### config.mk
export PLATFORM = sky130hd
export DESIGN_NAME = apb_slave_mem
export DESIGN_NICKNAME = d
export VERILOG_FILES = /design/src/rtl/apb_slave_mem.sv
export SDC_FILE = /design/constraint.sdc
export NUM_CORES = 2
export LEC_CHECK = 0
export CORE_MARGIN = 2
export CORE_UTILIZATION = 55
export DETAILED_ROUTE_END_ITERATION = 7
export PLACE_DENSITY = 0.69
export SYNTH_ARGS = -nofsm -noshare
export SYNTH_HDL_FRONTEND = slang
export SYNTH_SLANG_ARGS = --single-unit
### constraint.sdc
create_clock -name Hclk -period 175.5 [get_ports Hclk]
set_input_delay 43.875 -clock Hclk [delete_from_list [all_inputs] [get_ports Hclk]]
set_output_delay 43.875 -clock Hclk [all_outputs]
set_load 0.02 [all_outputs]
### src/rtl/apb_slave_mem.sv
// apb_slave_mem: APB slave model with per-slave word memory, a programmable wait-state
// generator, optional error signalling and a sticky protocol-violation flag.
//
// Build option: define APB_SLVERR_EN to report address/select errors on pslverr and to
// suppress errored accesses. Without it pslverr is tied low, addresses wrap on
// paddr[IW+1:2] and a multi-hot psel accesses the lowest-numbered selected slave.
//
// Ports:
//   Hclk, Hreset         clock (rising edge), asynchronous active-high reset
//   pwrite, penable      APB direction / enable from the bridge
//   psel[NUM_SLV]        one-hot slave select
//   paddr, pwdata        byte address, write data
//   *_out                combinational pass-through of the matching inputs
//   pr_data              read data, zero outside a completing, error-free read
//   pready               transfer complete (last access cycle)
//   pslverr              transfer error, qualified by pready
//   prot_err             sticky protocol-violation flag, cleared only by Hreset
//
// Phase tracking: the APB setup cycle is the cycle where the registered state is idle and
// psel is non-zero with penable low. The edge ending it enters the access state, loads the
// wait counter and captures psel/paddr; the setup-to-access rules (penable high, psel and
// paddr stable) are then checked in the first access cycle. This keeps a transfer at
// 2 + WAIT_CYCLES cycles with pready high only in the last one.
module apb_slave_mem #(
  parameter int unsigned NUM_SLV     = 3,
  parameter int unsigned DATA_W      = 32,
  parameter int unsigned ADDR_W      = 32,
  parameter int unsigned DEPTH       = 16,
  parameter int unsigned WAIT_CYCLES = 0
) (
  input  logic               Hclk,
  input  logic               Hreset,
  input  logic               pwrite,
  input  logic               penable,
  input  logic [NUM_SLV-1:0] psel,
  input  logic [ADDR_W-1:0]  paddr,
  input  logic [DATA_W-1:0]  pwdata,
  output logic               pwrite_out,
  output logic               penable_out,
  output logic [NUM_SLV-1:0] psel_out,
  output logic [ADDR_W-1:0]  paddr_out,
  output logic [DATA_W-1:0]  pwdata_out,
  output logic [DATA_W-1:0]  pr_data,
  output logic               pready,
  output logic               pslverr,
  output logic               prot_err
);

  localparam int unsigned IW = $clog2(DEPTH);
  localparam int unsigned SW = (NUM_SLV > 1) ? $clog2(NUM_SLV) : 1;

  typedef enum logic [0:0] {StIdle, StAccess} state_e;

  state_e              state_q;
  logic [3:0]          cnt_q;
  logic                first_q;
  logic [NUM_SLV-1:0]  psel_q;
  logic [ADDR_W-1:0]   paddr_q;
  logic                prot_err_q;
  logic [DATA_W-1:0]   mem_q [NUM_SLV][DEPTH];

  logic [IW-1:0]       idx;
  logic [SW-1:0]       slv;
  logic                sel_any;
  logic                acc_err;
  logic                setup_bad;
  logic                wr_en;

  // Pass-through of the bridge outputs
  assign pwrite_out  = pwrite;
  assign penable_out = penable;
  assign psel_out    = psel;
  assign paddr_out   = paddr;
  assign pwdata_out  = pwdata;

  assign idx     = paddr[IW+1:2];
  assign sel_any = |psel;

  // Lowest-numbered selected slave
  always_comb begin
    slv = '0;
    for (int i = NUM_SLV - 1; i >= 0; i--) begin
      if (psel[i]) slv = SW'(i);
    end
  end

`ifdef APB_SLVERR_EN
  logic addr_err;
  logic sel_err;
  assign addr_err = (paddr[1:0] != 2'b00) || (|(paddr >> (IW + 2)));
  assign sel_err  = sel_any && ((psel & (psel - NUM_SLV'(1))) != '0);
  assign acc_err  = addr_err || sel_err;
  assign pslverr  = pready && acc_err;
`else
  assign acc_err  = 1'b0;
  assign pslverr  = 1'b0;
`endif

  // First access cycle must carry penable with the captured select and address
  assign setup_bad = first_q && (!penable || (psel != psel_q) || (paddr != paddr_q));

  assign pready  = (state_q == StAccess) && (cnt_q == 4'd0) && !setup_bad;
  assign wr_en   = pready && pwrite && sel_any && !acc_err;
  assign pr_data = (pready && !pwrite && sel_any && !acc_err) ? mem_q[slv][idx] : '0;
  assign prot_err = prot_err_q;

  always_ff @(posedge Hclk or posedge Hreset) begin
    if (Hreset) begin
      state_q    <= StIdle;
      cnt_q      <= 4'd0;
      first_q    <= 1'b0;
      psel_q     <= '0;
      paddr_q    <= '0;
      prot_err_q <= 1'b0;
    end else begin
      unique case (state_q)
        StIdle: begin
          if (penable) begin
            // Enable without a setup cycle: flag it and ignore the cycle
            prot_err_q <= 1'b1;
          end else if (sel_any) begin
            state_q <= StAccess;
            cnt_q   <= 4'(WAIT_CYCLES);
            first_q <= 1'b1;
            psel_q  <= psel;
            paddr_q <= paddr;
          end
        end
        StAccess: begin
          first_q <= 1'b0;
          if (pready) begin
            state_q <= StIdle;
          end else if (setup_bad || !sel_any) begin
            // Broken setup handshake or select dropped before pready: abort
            state_q    <= StIdle;
            cnt_q      <= 4'd0;
            prot_err_q <= 1'b1;
          end else begin
            cnt_q <= cnt_q - 4'd1;
          end
        end
        default: state_q <= StIdle;
      endcase
    end
  end

  always_ff @(posedge Hclk or posedge Hreset) begin
    if (Hreset) begin
      for (int s = 0; s < NUM_SLV; s++) begin
        for (int w = 0; w < DEPTH; w++) begin
          mem_q[s][w] <= '0;
        end
      end
    end else if (wr_en) begin
      mem_q[slv][idx] <= pwdata;
    end
  end

endmodule

==> results_dict.tcl <==
set metrics [dict create \
    status "finished, final reports clean" \
    critPathKind "in -> out" \
    fmax_mhz 10.7 \
    yosysTopAreaCellShare_pct 53.9 \
    ant_nets 0 \
    yosysSeqAreaShare_pct 53.9 \
    drv_slew 0 \
    crit_fanout 84 \
    cap_violations 0 \
    dr_total_vias 47300 \
    drcViolationCount 0 \
    wl_mm 199 \
    dr.pass1.iters 5 \
    p_sw_mw 0.196 \
    synth_edf_count 0 \
    crit_path_start_kind "input port" \
    crit_slowest_cell "nand2b_4" \
    grt_use_total_pct 29.7 \
    core-area_um2 132000 \
    path_cells "clkdlybuf4s50_1 -> nand2b_4 -> buf_4 -> buf_4 -> nand2_1 -> a31oi_1 -> nand4_1 -> a41o_1 -> a21boi_0 -> clkdlybuf4s50_1" \
    nets 5735 \
    path_depth 10 \
    grt_pass1_vias 48800 \
    synth.largest_area_cell "dfrtp_1" \
    synth.area.top_cells "dfrtp_1, mux2_2, nand2_1" \
    rr_worst_depth 9 \
    antenna_found_initial 3 \
    gp_congestion 0.796 \
    wl_per_cell_um 26.4 \
    period_needed_ns 93.41 \
    via_per_inst 6.27 \
    rsz0062_at_grt "no" \
    cts_tree "built" \
    worstPathRequired_ns 131.62 \
    cts_resized 0 \
    clock-sinks 1578 \
    internal-power_mw 0.626 \
    yosys_most_used_dff "dfrtp_1" \
    crit_arrival_ns 49.54 \
    portBuffers 173 \
    synth_commonest_cells "dfrtp_1, mux2_2, nand2_1" \
    p_comb_share_pct 7.9 \
    dieArea_um2 136000 \
    leakage_nw 38.1 \
    p_sw_share_pct 23.9 \
    ioPinCount 175 \
    start_util_pct 55.6 \
    clkPwrFrac_pct 44.9 \
    synthArstFlopShare_pct 100 \
    min_path_cells 1 \
    hp-class "reg -> reg" \
    die_w_um 369 \
    grt_pass1_wl_mm 306 \
    floorplan.rows 133 \
    setup.worst_path.end_class "output pin" \
    synth_most_common_cell "dfrtp_1" \
    clk_latency_ns 0.81 \
    ir_drop_uv 9.07 \
    clockRootBuffer "clkbuf_16" \
    syn_avg_cell_area_um2 12.6 \
    slowest_delay_ns 0.93 \
    synth_fp_nets 5891 \
    synthCells 5819 \
    numCtsBuffers 165 \
    maxSlewHeadroom_pct 24.2 \
    syn_area_um2 73300 \
    path_buf_inv 4 \
    ys_seq_elements 1578 \
    clk_path_buf_depth 3 \
    seq_power_share_pct 47.2 \
    hpwl_mm 104 \
    area_growth_pct 10.9 \
    drtIter0Drc 4449 \
    fin_setup_tns_ns 0 \
    cp_top_family "buffers and inverters" \
    worst_pin_slew_ns 1.13 \
    ys_types 45 \
    dp_slack_ns 82.33 \
    die_height_um 369 \
    final_layout_size_suffix_gt1_share_pct 35.7 \
    finalCritPeriodShare_pct 53.2 \
    grt_max_degree 209 \
    ys.warnings.count 0 \
    post_cts_buffers 0 \
    skew_ns 0.0261 \
    grt-ovfl-total 0 \
    p_per_area_nw_per_um2 10.1 \
    setup_slack_ns 82.09 \
    finalSetupViolCount 0 \
    clk_pin_slew_ns 0.06 \
    htree_levels 4 \
    hold_viol 0 \
    ctsHoldBuffers 0 \
]
-- cell type report --
class	count	area (um^2)
Antenna cell	3	7.51
Tap cell	1755	2200
Clock buffer	230	4820
Inverter	3	18.8
Sequential cell	1578	39500
Multi-Input combinational cell	3605	31000
Clock inverter	70	937
Fill cell	10100	50500
Timing Repair Buffer	310	2840
-- power by group through the flow --
| stage | clock network (mW) | logic (mW) | registers, mW |
|---|---|---|---|
| after floorplan | 0 | 0.0466 | 0.394 |
| after detailed placement | 0 | 0.0652 | 0.395 |
| after global routing | 0.389 | 0.0711 | 0.390 |
| after CTS | 0.374 | 0.0654 | 0.388 |
| final | 0.369 | 0.0653 | 0.388 |
| after global placement | 0 | 0.0640 | 0.394 |
-- flip-flops by register name, summed over array words and instances (netlist names) --
| register | cells |
|---|---|
| state_q | 1 |
| paddr_q | 32 |
| prot_err | 1 |
| first_q | 1 |
| psel_q | 3 |
| cnt_q | 4 |
| mem_q | 1536 |
-- layout by cell type, fill, tap and decap left out, types with 18 or more instances in the layout --
cell type and count:
nand4_1 92, clkdlybuf4s50_1 168, nand3_1 336, buf_4 131, a32oi_1 47, mux4_2 164, dfrtp_1 1578, clkinv_2 32
mux2_1 116, nand2_1 1054, a41o_1 31, xnor2_1 36, clkbuf_16 169, a21boi_0 32, mux2_2 1422, bufinv_16 20
nor3_4 20, mux2i_1 47, clkbuf_1 25, a31oi_1 124, nor4_4 18, clkbuf_8 36
-- kinds of logic (layout without fill, tap and decap cells) --
family,Yosys count,after routing,share of synthesized area [%]
buffers and inverters,636,613,4.17
multiplexers,1749,1749,29.3
flip-flops,1578,1578,53.9
AO/OA/AOI/OAI,249,249,2.52
adder cells (fa/ha/maj),1,1,0.0171
other,1,4,0.00512
AND/OR/NAND/NOR,1569,1569,9.67
XOR/XNOR,36,36,0.430
-- per-stage QoR --
step	hold slack, ns	std cells	power, mW	area (um^2)	utilization (%)
floorplan	0.452	5819	0.441	73300	-
finish	0.480	7554	0.823	81300	61.7
global route	0.492	7551	0.850	81300	61.7
global placement	0.463	7251	0.458	75500	57.3
CTS	0.484	7551	0.828	81300	61.7
detailed placement	0.469	7251	0.460	75500	57.3
-- worst paths after layout --
path	startpoint	endpoint	slack, ns
setup reg to reg	paddr_q[17]	mem_q[1130]	171.10
max in group asynchronous	Hreset	mem_q[299]	128.16
hold reg to reg	mem_q[26]	mem_q[26]	0.48
min in group asynchronous	Hreset	mem_q[516]	43.60
setup / recovery	psel[1]	pr_data[10]	82.09
hold / removal	mem_q[26]	mem_q[26]	0.48
-- per-layer routing --
metal | up-vias | GRT usage (%) | routed length [um]
li1 | 20200 | - | -
met1 | 25100 | 41.4 | 85800
met2 | 1631 | 47.5 | 93800
met3 | 404 | 4.43 | 12400
met4 | 0 | 11.0 | 7210
met5 | - | 0 | 0
Note: power is estimated with default switching activity, not from simulation.
